File: src/rtl/cache_pkg.sv
// Shared cache-line geometry and write-back FSM state encoding,
// common to the line serializer and deserializer.
package cache_pkg;

    localparam int CACHE_LINE_WORDS = 8;
    localparam int CACHE_WORD_W     = 32;

    typedef enum logic [1:0] {
        ST_IDLE = 2'd0,
        ST_SEND = 2'd1,
        ST_DONE = 2'd2
    } line_state_e;

endpackage

File: src/rtl/line_serializer.sv
// Captures one dirty cache line and replays it to memory as LINE_WORDS
// single-word write beats on a valid/ready handshake.
//
// state   | meaning
// --------+---------------------------------------------------------
// ST_IDLE | line_ready high, waiting for a line from the cache
// ST_SEND | presenting beat r_cnt to memory, holds through stalls
// ST_DONE | one-cycle done pulse, then back to ST_IDLE
module line_serializer
    import cache_pkg::*;
#(
    parameter int LINE_WORDS = CACHE_LINE_WORDS,
    parameter int WORD_W     = CACHE_WORD_W,
    parameter int ADDR_W     = 32
) (
    input  logic                         clk,
    input  logic                         rst,
    input  logic                         line_valid,
    output logic                         line_ready,
    input  logic [LINE_WORDS*WORD_W-1:0] line_data,
    input  logic [ADDR_W-1:0]            line_addr,
    output logic                         mem_valid,
    input  logic                         mem_ready,
    output logic [ADDR_W-1:0]            mem_addr,
    output logic [WORD_W-1:0]            mem_wdata,
    output logic                         busy,
    output logic                         done
);

    localparam int CNT_W = (LINE_WORDS > 1) ? $clog2(LINE_WORDS) : 1;
    localparam int OFF_W = $clog2(LINE_WORDS * WORD_W / 8);
    localparam logic [CNT_W-1:0]  LAST_BEAT  = CNT_W'(LINE_WORDS - 1);
    localparam logic [ADDR_W-1:0] ALIGN_MASK = ~((ADDR_W'(1) << OFF_W) - ADDR_W'(1));

    line_state_e       r_state;
    logic [CNT_W-1:0]  r_cnt;
    logic [ADDR_W-1:0] r_base;
    logic [WORD_W-1:0] r_words [LINE_WORDS];

    logic w_accept;
    logic w_beat;
    logic w_last;

    assign w_accept = line_valid && (r_state == ST_IDLE);
    assign w_beat   = (r_state == ST_SEND) && mem_ready;
    assign w_last   = (r_cnt == LAST_BEAT);

    always_ff @(posedge clk) begin
        if (rst) begin
            r_state <= ST_IDLE;
            r_cnt   <= '0;
        end else begin
            unique case (r_state)
                ST_IDLE: begin
                    if (w_accept) begin
                        r_state <= ST_SEND;
                        r_cnt   <= '0;
                    end
                end
                ST_SEND: begin
                    if (w_beat) begin
                        if (w_last) r_state <= ST_DONE;
                        else        r_cnt   <= r_cnt + CNT_W'(1);
                    end
                end
                ST_DONE: r_state <= ST_IDLE;
                default: r_state <= ST_IDLE;
            endcase
        end
    end

    // Payload registers need no reset; they are only observed in ST_SEND.
    always_ff @(posedge clk) begin
        if (w_accept && !rst) begin
            r_base <= line_addr & ALIGN_MASK;
            for (int i = 0; i < LINE_WORDS; i++) begin
                r_words[i] <= line_data[i*WORD_W +: WORD_W];
            end
        end
    end

    assign line_ready = (r_state == ST_IDLE);
    assign mem_valid  = (r_state == ST_SEND);
    assign done       = (r_state == ST_DONE);
    assign busy       = (r_state != ST_IDLE);
    assign mem_wdata  = r_words[r_cnt];
    assign mem_addr   = r_base + ADDR_W'(r_cnt) * ADDR_W'(WORD_W / 8);

endmodule

File: config.mk
export PLATFORM = sky130hd
export DESIGN_NAME = line_serializer
export DESIGN_NICKNAME = d
export VERILOG_FILES = /design/src/rtl/cache_pkg.sv /design/src/rtl/line_serializer.sv
export SDC_FILE = /design/constraint.sdc
export NUM_CORES = 1
export LEC_CHECK = 0
export CAP_MARGIN = 40
export CORE_ASPECT_RATIO = 0.8
export CORE_MARGIN = 2
export CORE_UTILIZATION = 40
export DETAILED_ROUTE_END_ITERATION = 7
export PLACE_DENSITY = 0.71
export SYNTH_ARGS = -nofsm -noshare
export SYNTH_HDL_FRONTEND = slang
export SYNTH_SLANG_ARGS = --single-unit
File: constraint.sdc
create_clock -name clk -period 41.1 [get_ports clk]
set_input_delay 8.22 -clock clk [delete_from_list [all_inputs] [get_ports clk]]
set_output_delay 8.22 -clock clk [all_outputs]
set_load 0.05 [all_outputs]
==> reports/results.ini, run 1 <==
[worst_setup_path]
r2r_setup_slack_ns=38.51
start_kind=register
r2r_start=r_state[0]
cp.required_ns=32.88
critPathArrivalTime_ns=3.60
crit_type=register to output port
r2r_cells=6
r2r-end=r_words[0][5]
path_max_fanout=33
cp-end-kind=output port

[drt]
vias=5685
detail-route-antenna-nets=0
wirelength_um=24300
drcViolationCount=0
drtIter0Drc=221
routedWlPerCell_um=20.4
dr.pass1.iters=4
vias_per_cell=4.78

[die]
rows=54
core_area_um2=27100
start_util_pct=40.4
ios=360
fp.dieH_um=152
die_w_um=189
die-area_um2=28700

[logic_synthesis]
synth_seq_area_share_pct=79.1
yosys.area_share.simple_pct=0.572
synth_edf_count=283
synth_area_leader_cell=edfxtp_1
synth_top_family_by_area=multiplexers
synth.area.top_cells=edfxtp_1 78%, mux4_2 7.6%, mux4_1 6.5%
synth_async_sr_flop_share_pct=0
ys_ff_latch=291
syn_inst=428
yosysWarningCount=0
synth_cell_type_count=25
synth_compound_area_share_pct=0.503
muxShareOfSynthArea_pct=18.1
synth-adder-area-share_pct=0.229
synthFlopType=edfxtp_1
synth_area_um2=10900
syn_avg_cell_area_um2=25.6
synth.top_cell.area_share_pct=77.6
synth-xor-area-share_pct=0

[timing]
min_period_ns=11.82
hold_ws_ns=0.488
setup_violations=0
skew_ns=0.00924
tns_ns=0
worstMarginPinSlew_ns=0.826
slew_headroom_pct=44.9
grt_setup_unrepaired=no
period_share_pct=28.8
hold_viol_final=0
finalMaxSlewViolations=0
fmax_ghz=0.0846

[pwr]
p_leak_nw=5.24
power_density_nw_per_um2=41.7
switchingPower_mw=0.136
vdd_drop_max_uv=29.6
combPwrFrac_pct=9.7
sw_frac_of_total_pct=20.5
clkPwrFrac_pct=38.5
p_seq_share_pct=51.8
power.internal_mw=0.525

[hold_path]
hold_path.class=register to register
holdCritStartpoint=r_state[1]
min_path_cells=1
min_to=r_state[0]

[clocking]
cts_inserted_buffers=29
cts_max_level=1
cts-resized-gates=0
cts_setup_buffers=0
hold_buffers=0
cts_root_buf=clkbuf_16
cts_tree=yes
cts_sinks=291
clkTransAtPathRegs_ns=0.06
clkLatencyLatePin_ns=0.54
clockBufferDepth=3

[global_routing]
grt_pass1_vias=6404
grt_pass1_wl_um=36700
grt_start_max_net_pins=75
overflow=0
grtUsageTotal_pct=16.7
antenna_found_initial=0

[place]
port_buffers=352
post-dp-hpwl_um=17300
gp_congestion=0.835

[final_layout]
area_delta_synth_final_pct=44.7
final_nets=1096
layout-drive-gt1-share_pct=15.9
num_antenna_cells=0
mostFrequentLayoutCell=clkdlybuf4s50_1
most-common-layout-cells=352 x clkdlybuf4s50_1, 283 x edfxtp_1, 37 x mux4_2
fillerInstances=1938

[outcome]
status=finished, final reports clean

[flow_run]
maxCapViolations=0

## Yosys cell counts, types with 2 or more instances
| cell | n |
|---|---|
| mux2_2 | 19 |
| buf_6 | 6 |
| clkbuf_1 | 2 |
| nor2b_1 | 3 |
| mux2_4 | 15 |
| ha_1 | 2 |
| buf_2 | 8 |
| mux4_1 | 27 |
| buf_4 | 2 |
| edfxtp_1 | 283 |
| a22o_1 | 4 |
| mux4_2 | 37 |
| dfxtp_1 | 8 |
## stage by stage
stage                     area [um^2]  worst slack, ns  cells  power, mW  util [%]
after floorplan                 10900            11.11    429      0.382         -
after global placement          14800            29.74   1132      0.410      54.8
after detailed placement        14900            29.72   1134      0.413      54.9
after CTS                       15800            29.14   1188      0.668      58.4
after global routing            15800            29.04   1189      0.683      58.5
final                           15800            29.28   1189      0.661      58.5
## registers in the layout (all words and copies together), names as in the netlist, named ones only
name	cells
r_base	27
r_state	2
r_cnt	3
r_words	256
## kinds of logic (layout without fill, tap and decap cells)
group / count (synthesis) / after routing
adders and majority gates: 2 / 2
and+or+nand+nor: 9 / 9
muxes: 98 / 98
AOI/OAI and AO/OA: 6 / 6
other: 1 / 2
DFF: 291 / 291
buffers and inverters: 21 / 417
## critical path, cell delays in order (launching register included)
cell and delay [ns]:
dfxtp_4 0.72, buf_4 0.64, mux4_1 0.62, mux2_2 0.27
clkdlybuf4s50_1 0.72
## power by group through the flow
stage	Combinational, mW	Clock, mW	Sequential [mW]
finish	0.0638	0.255	0.342
global route	0.0670	0.273	0.343
CTS	0.0642	0.262	0.342
detailed placement	0.0638	0	0.349
global placement	0.0621	0	0.348
floorplan	0.0227	0	0.359
## worst max path at each step
stage               depth (start not counted)     start             to
finish                                      4  register   mem_wdata[0]
global route                                4  register  mem_wdata[18]
CTS                                         4  register  mem_wdata[18]
detailed placement                          4  register  mem_wdata[18]
global placement                            4  register  mem_wdata[18]
floorplan                                   1       rst     r_base[10]
## final cells by class
cell class | count | area, um^2 | area share [%]
inverters | 1 | 3.75 | 0.0237
repair buffers | 362 | 3640 | 23.0
clock inverters | 14 | 128 | 0.806
clock buffers | 40 | 807 | 5.10
multi-input cells | 117 | 2140 | 13.5
well taps | 364 | 455 | 2.88
flip-flops and latches | 291 | 8660 | 54.7
## routing by layer
layer	share of wire, %	GRT usage (%)
met5	0	0
met4	2.9	4.87
met3	8.5	5.04
met2	50	29.4
met1	38	19.9
Note: power is estimated with default switching activity, not from simulation.
==> run 2: changes to the inputs <==
--- a/config.mk
+++ b/config.mk
@@ -10,7 +10,7 @@
 export CORE_MARGIN = 2
 export CORE_UTILIZATION = 40
 export DETAILED_ROUTE_END_ITERATION = 7
-export PLACE_DENSITY = 0.71
+export PLACE_DENSITY = 0.74
 export SYNTH_ARGS = -nofsm -noshare
 export SYNTH_HDL_FRONTEND = slang
 export SYNTH_SLANG_ARGS = --single-unit
==> constraint.sdc (replaced) <==
create_clock -name clk -period 10.6 [get_ports clk]
set_input_delay 2.12 -clock clk [delete_from_list [all_inputs] [get_ports clk]]
set_output_delay 2.12 -clock clk [all_outputs]
set_load 0.05 [all_outputs]
==> run 2 against run 1 <==
Non-clock buffer count stayed put. Largest power group unchanged. Die area stayed put. Global-route usage is 0.28 points lower. Clock skew is 0.0044 ns higher. Register-to-register slack worse by 31 ns. Wire length is 0.49% lower. Power grew to 3.8 times the previous value. Count of clock-buffer cells in the layout is 7 lower. Setup slack worse by 24 ns. Hold slack worse by 0.012 ns. Design area is 0.32% lower. Flip-flop and latch count stayed put.
==> reports/results.ini, run 2 (synthesis results as in run 1) <==
[clocking]
cts_max_level=1  ; unchanged
cts_sinks=291  ; unchanged
clkLatencyLatePin_ns=0.53  ; was 0.54 ns
clockBufferDepth=3  ; unchanged
cts-resized-gates=0  ; unchanged
clkTransAtPathRegs_ns=0.06  ; about the same
hold_buffers=0  ; unchanged
cts_inserted_buffers=29  ; unchanged
cts_tree=yes  ; unchanged
cts_root_buf=clkbuf_16  ; unchanged
cts_setup_buffers=0  ; unchanged

[pwr]
switchingPower_mw=0.523  ; was 0.136 mW
combPwrFrac_pct=9.8  ; was 9.7%
vdd_drop_max_uv=128  ; was 29.6 uV
p_seq_share_pct=52.6  ; was 51.8%
power_density_nw_per_um2=160  ; was 41.7 nW/um^2
sw_frac_of_total_pct=20.7  ; was 20.5%
p_leak_nw=5.22  ; was 5.24 nW
clkPwrFrac_pct=37.6  ; was 38.5%
power.internal_mw=2.00  ; was 0.525 mW

[final_layout]
fillerInstances=1977  ; was 1938
largest_register_ffs=256  ; unchanged
area_delta_synth_final_pct=44.3  ; was 44.7%
regMostFlops=r_words  ; unchanged
final_nets=1096  ; unchanged
mostFrequentLayoutCell=clkdlybuf4s50_1  ; unchanged
layout-drive-gt1-share_pct=14.9  ; was 15.9%
top_regs=r_words (256), r_base (27), r_cnt (3)  ; unchanged
final_util_pct=58.3  ; was 58.5%
most-common-layout-cells=352 x clkdlybuf4s50_1, 283 x edfxtp_1, 37 x mux4_2  ; unchanged
num_antenna_cells=0  ; unchanged

[worst_setup_path]
critPathTopFamily=buffers and inverters  ; unchanged
cp.depth=4  ; unchanged
cp-end-kind=output port  ; unchanged
crit_type=register to output port  ; unchanged
r2r_cells=7  ; was 6
crit_buf_inv=2  ; unchanged
r2r_start=r_state[0]  ; unchanged
r2r_setup_slack_ns=7.85  ; was 38.51 ns
cpMaxStageDelayCell=dfxtp_4  ; unchanged
path_max_fanout=35  ; was 33
start_kind=register  ; unchanged
critPathArrivalTime_ns=3.63  ; was 3.60 ns
r2r-end=r_words[0][17]  ; was r_words[0][5]
cpPeakStageDelay_ns=0.75  ; was 0.72 ns
cp-endpoint=mem_wdata[0]  ; unchanged
path_cells=buf_4 > mux4_1 > mux2_2 > clkdlybuf4s50_1  ; unchanged
cp.required_ns=8.48  ; was 32.88 ns

[die]
rows=54  ; unchanged
die_w_um=189  ; unchanged
fp.dieH_um=152  ; unchanged
core_area_um2=27100  ; unchanged
start_util_pct=40.4  ; unchanged
ios=360  ; unchanged
die-area_um2=28700  ; unchanged

[global_routing]
antenna_found_initial=0  ; unchanged
grt_pass1_wl_um=35900  ; was 36700 um
grt_use_met3_pct=6.21  ; was 5.04%
grt_pass1_vias=6073  ; was 6404
grt_use_met2_pct=27.2  ; was 29.4%
busiest_layer=met2  ; unchanged
grt_util_met1_pct=20.3  ; was 19.9%
grt_start_max_net_pins=75  ; unchanged
overflow=0  ; unchanged
grtUsageTotal_pct=16.4  ; was 16.7%

[drt]
wirelength_um=24100  ; was 24300 um
drcViolationCount=0  ; unchanged
routedWlPerCell_um=20.4  ; about the same
detail-route-antenna-nets=0  ; unchanged
drtIter0Drc=256  ; was 221
vias_per_cell=4.85  ; was 4.78
dr.pass1.iters=4  ; unchanged
vias=5747  ; was 5685

[timing]
min_period_ns=5.75
finalMaxSlewViolations=0  ; unchanged
worstMarginPinSlew_ns=0.773  ; was 0.826 ns
fmax_ghz=0.174
skew_ns=0.0136  ; was 0.00924 ns
slew_headroom_pct=48.4  ; was 44.9%
period_share_pct=54.3
hold_ws_ns=0.476  ; was 0.488 ns
grt_setup_unrepaired=no  ; unchanged
setup_violations=0  ; unchanged
hold_viol_final=0  ; unchanged
tns_ns=0  ; unchanged

[place]
port_buffers=352  ; unchanged
post-dp-hpwl_um=17200  ; was 17300 um
gp_congestion=0.775  ; was 0.835

[outcome]
status=finished, final reports clean  ; unchanged

[hold_path]
holdCritStartpoint=r_state[1]  ; unchanged
hold_path.class=register to register  ; unchanged

[flow_run]
maxCapViolations=0  ; unchanged

## run 2: area by class of cell
class	instances	area, um^2	area share (%)
flip-flops and latches	291	8660	54.9
inverters	1	3.75	0.0238
multi-input cells	117	2140	13.6
repair buffers	362	3660	23.2
clock inverters	16	121	0.769
clock buffers	33	741	4.69
well taps	364	455	2.88
## run 2: worst reg2reg max path: cells and delay by family (launching register included)
kind	cells	cell delay [ns]
buf+inv	5	1.59
flops	1	0.33
simple gates	2	0.43
## run 2: how the worst min path moves through the flow
stage,end,cells after the start
2_1_floorplan,r_state[0],1
3_3_place_gp,r_state[0],1
3_5_place_dp,r_state[0],1
4_1_cts,r_state[0],1
5_1_grt,r_state[0],1
6_report,r_state[0],1
## run 2: through the flow
step	power (mW)	setup WS, ns	area, um^2	std cells
after CTS	2.55	4.76	15800	1184
final	2.52	4.85	15800	1184
after global placement	1.59	5.33	14800	1132
after floorplan	1.46	0.880	11000	429
after global routing	2.60	4.61	15800	1184
after detailed placement	1.60	5.34	14900	1135
## run 2: routing by layer
| metal | vias up | wire [um] | part of all wire (%) |
|---|---|---|---|
| met3 | 45 | 2380 | 9.9 |
| met1 | 2832 | 9400 | 39 |
| li1 | 2601 | - | - |
| met2 | 269 | 11700 | 48 |
| met4 | 0 | 697 | 2.9 |
| met5 | - | 0 | 0 |
## run 2: power groups by stage
stage | registers, mW | clock network, mW | logic [mW]
after global placement | 1.35 | 0 | 0.241
after global routing | 1.33 | 1.02 | 0.260
after CTS | 1.33 | 0.974 | 0.250
after detailed placement | 1.35 | 0 | 0.249
final | 1.33 | 0.948 | 0.247
after floorplan | 1.37 | 0 | 0.0884
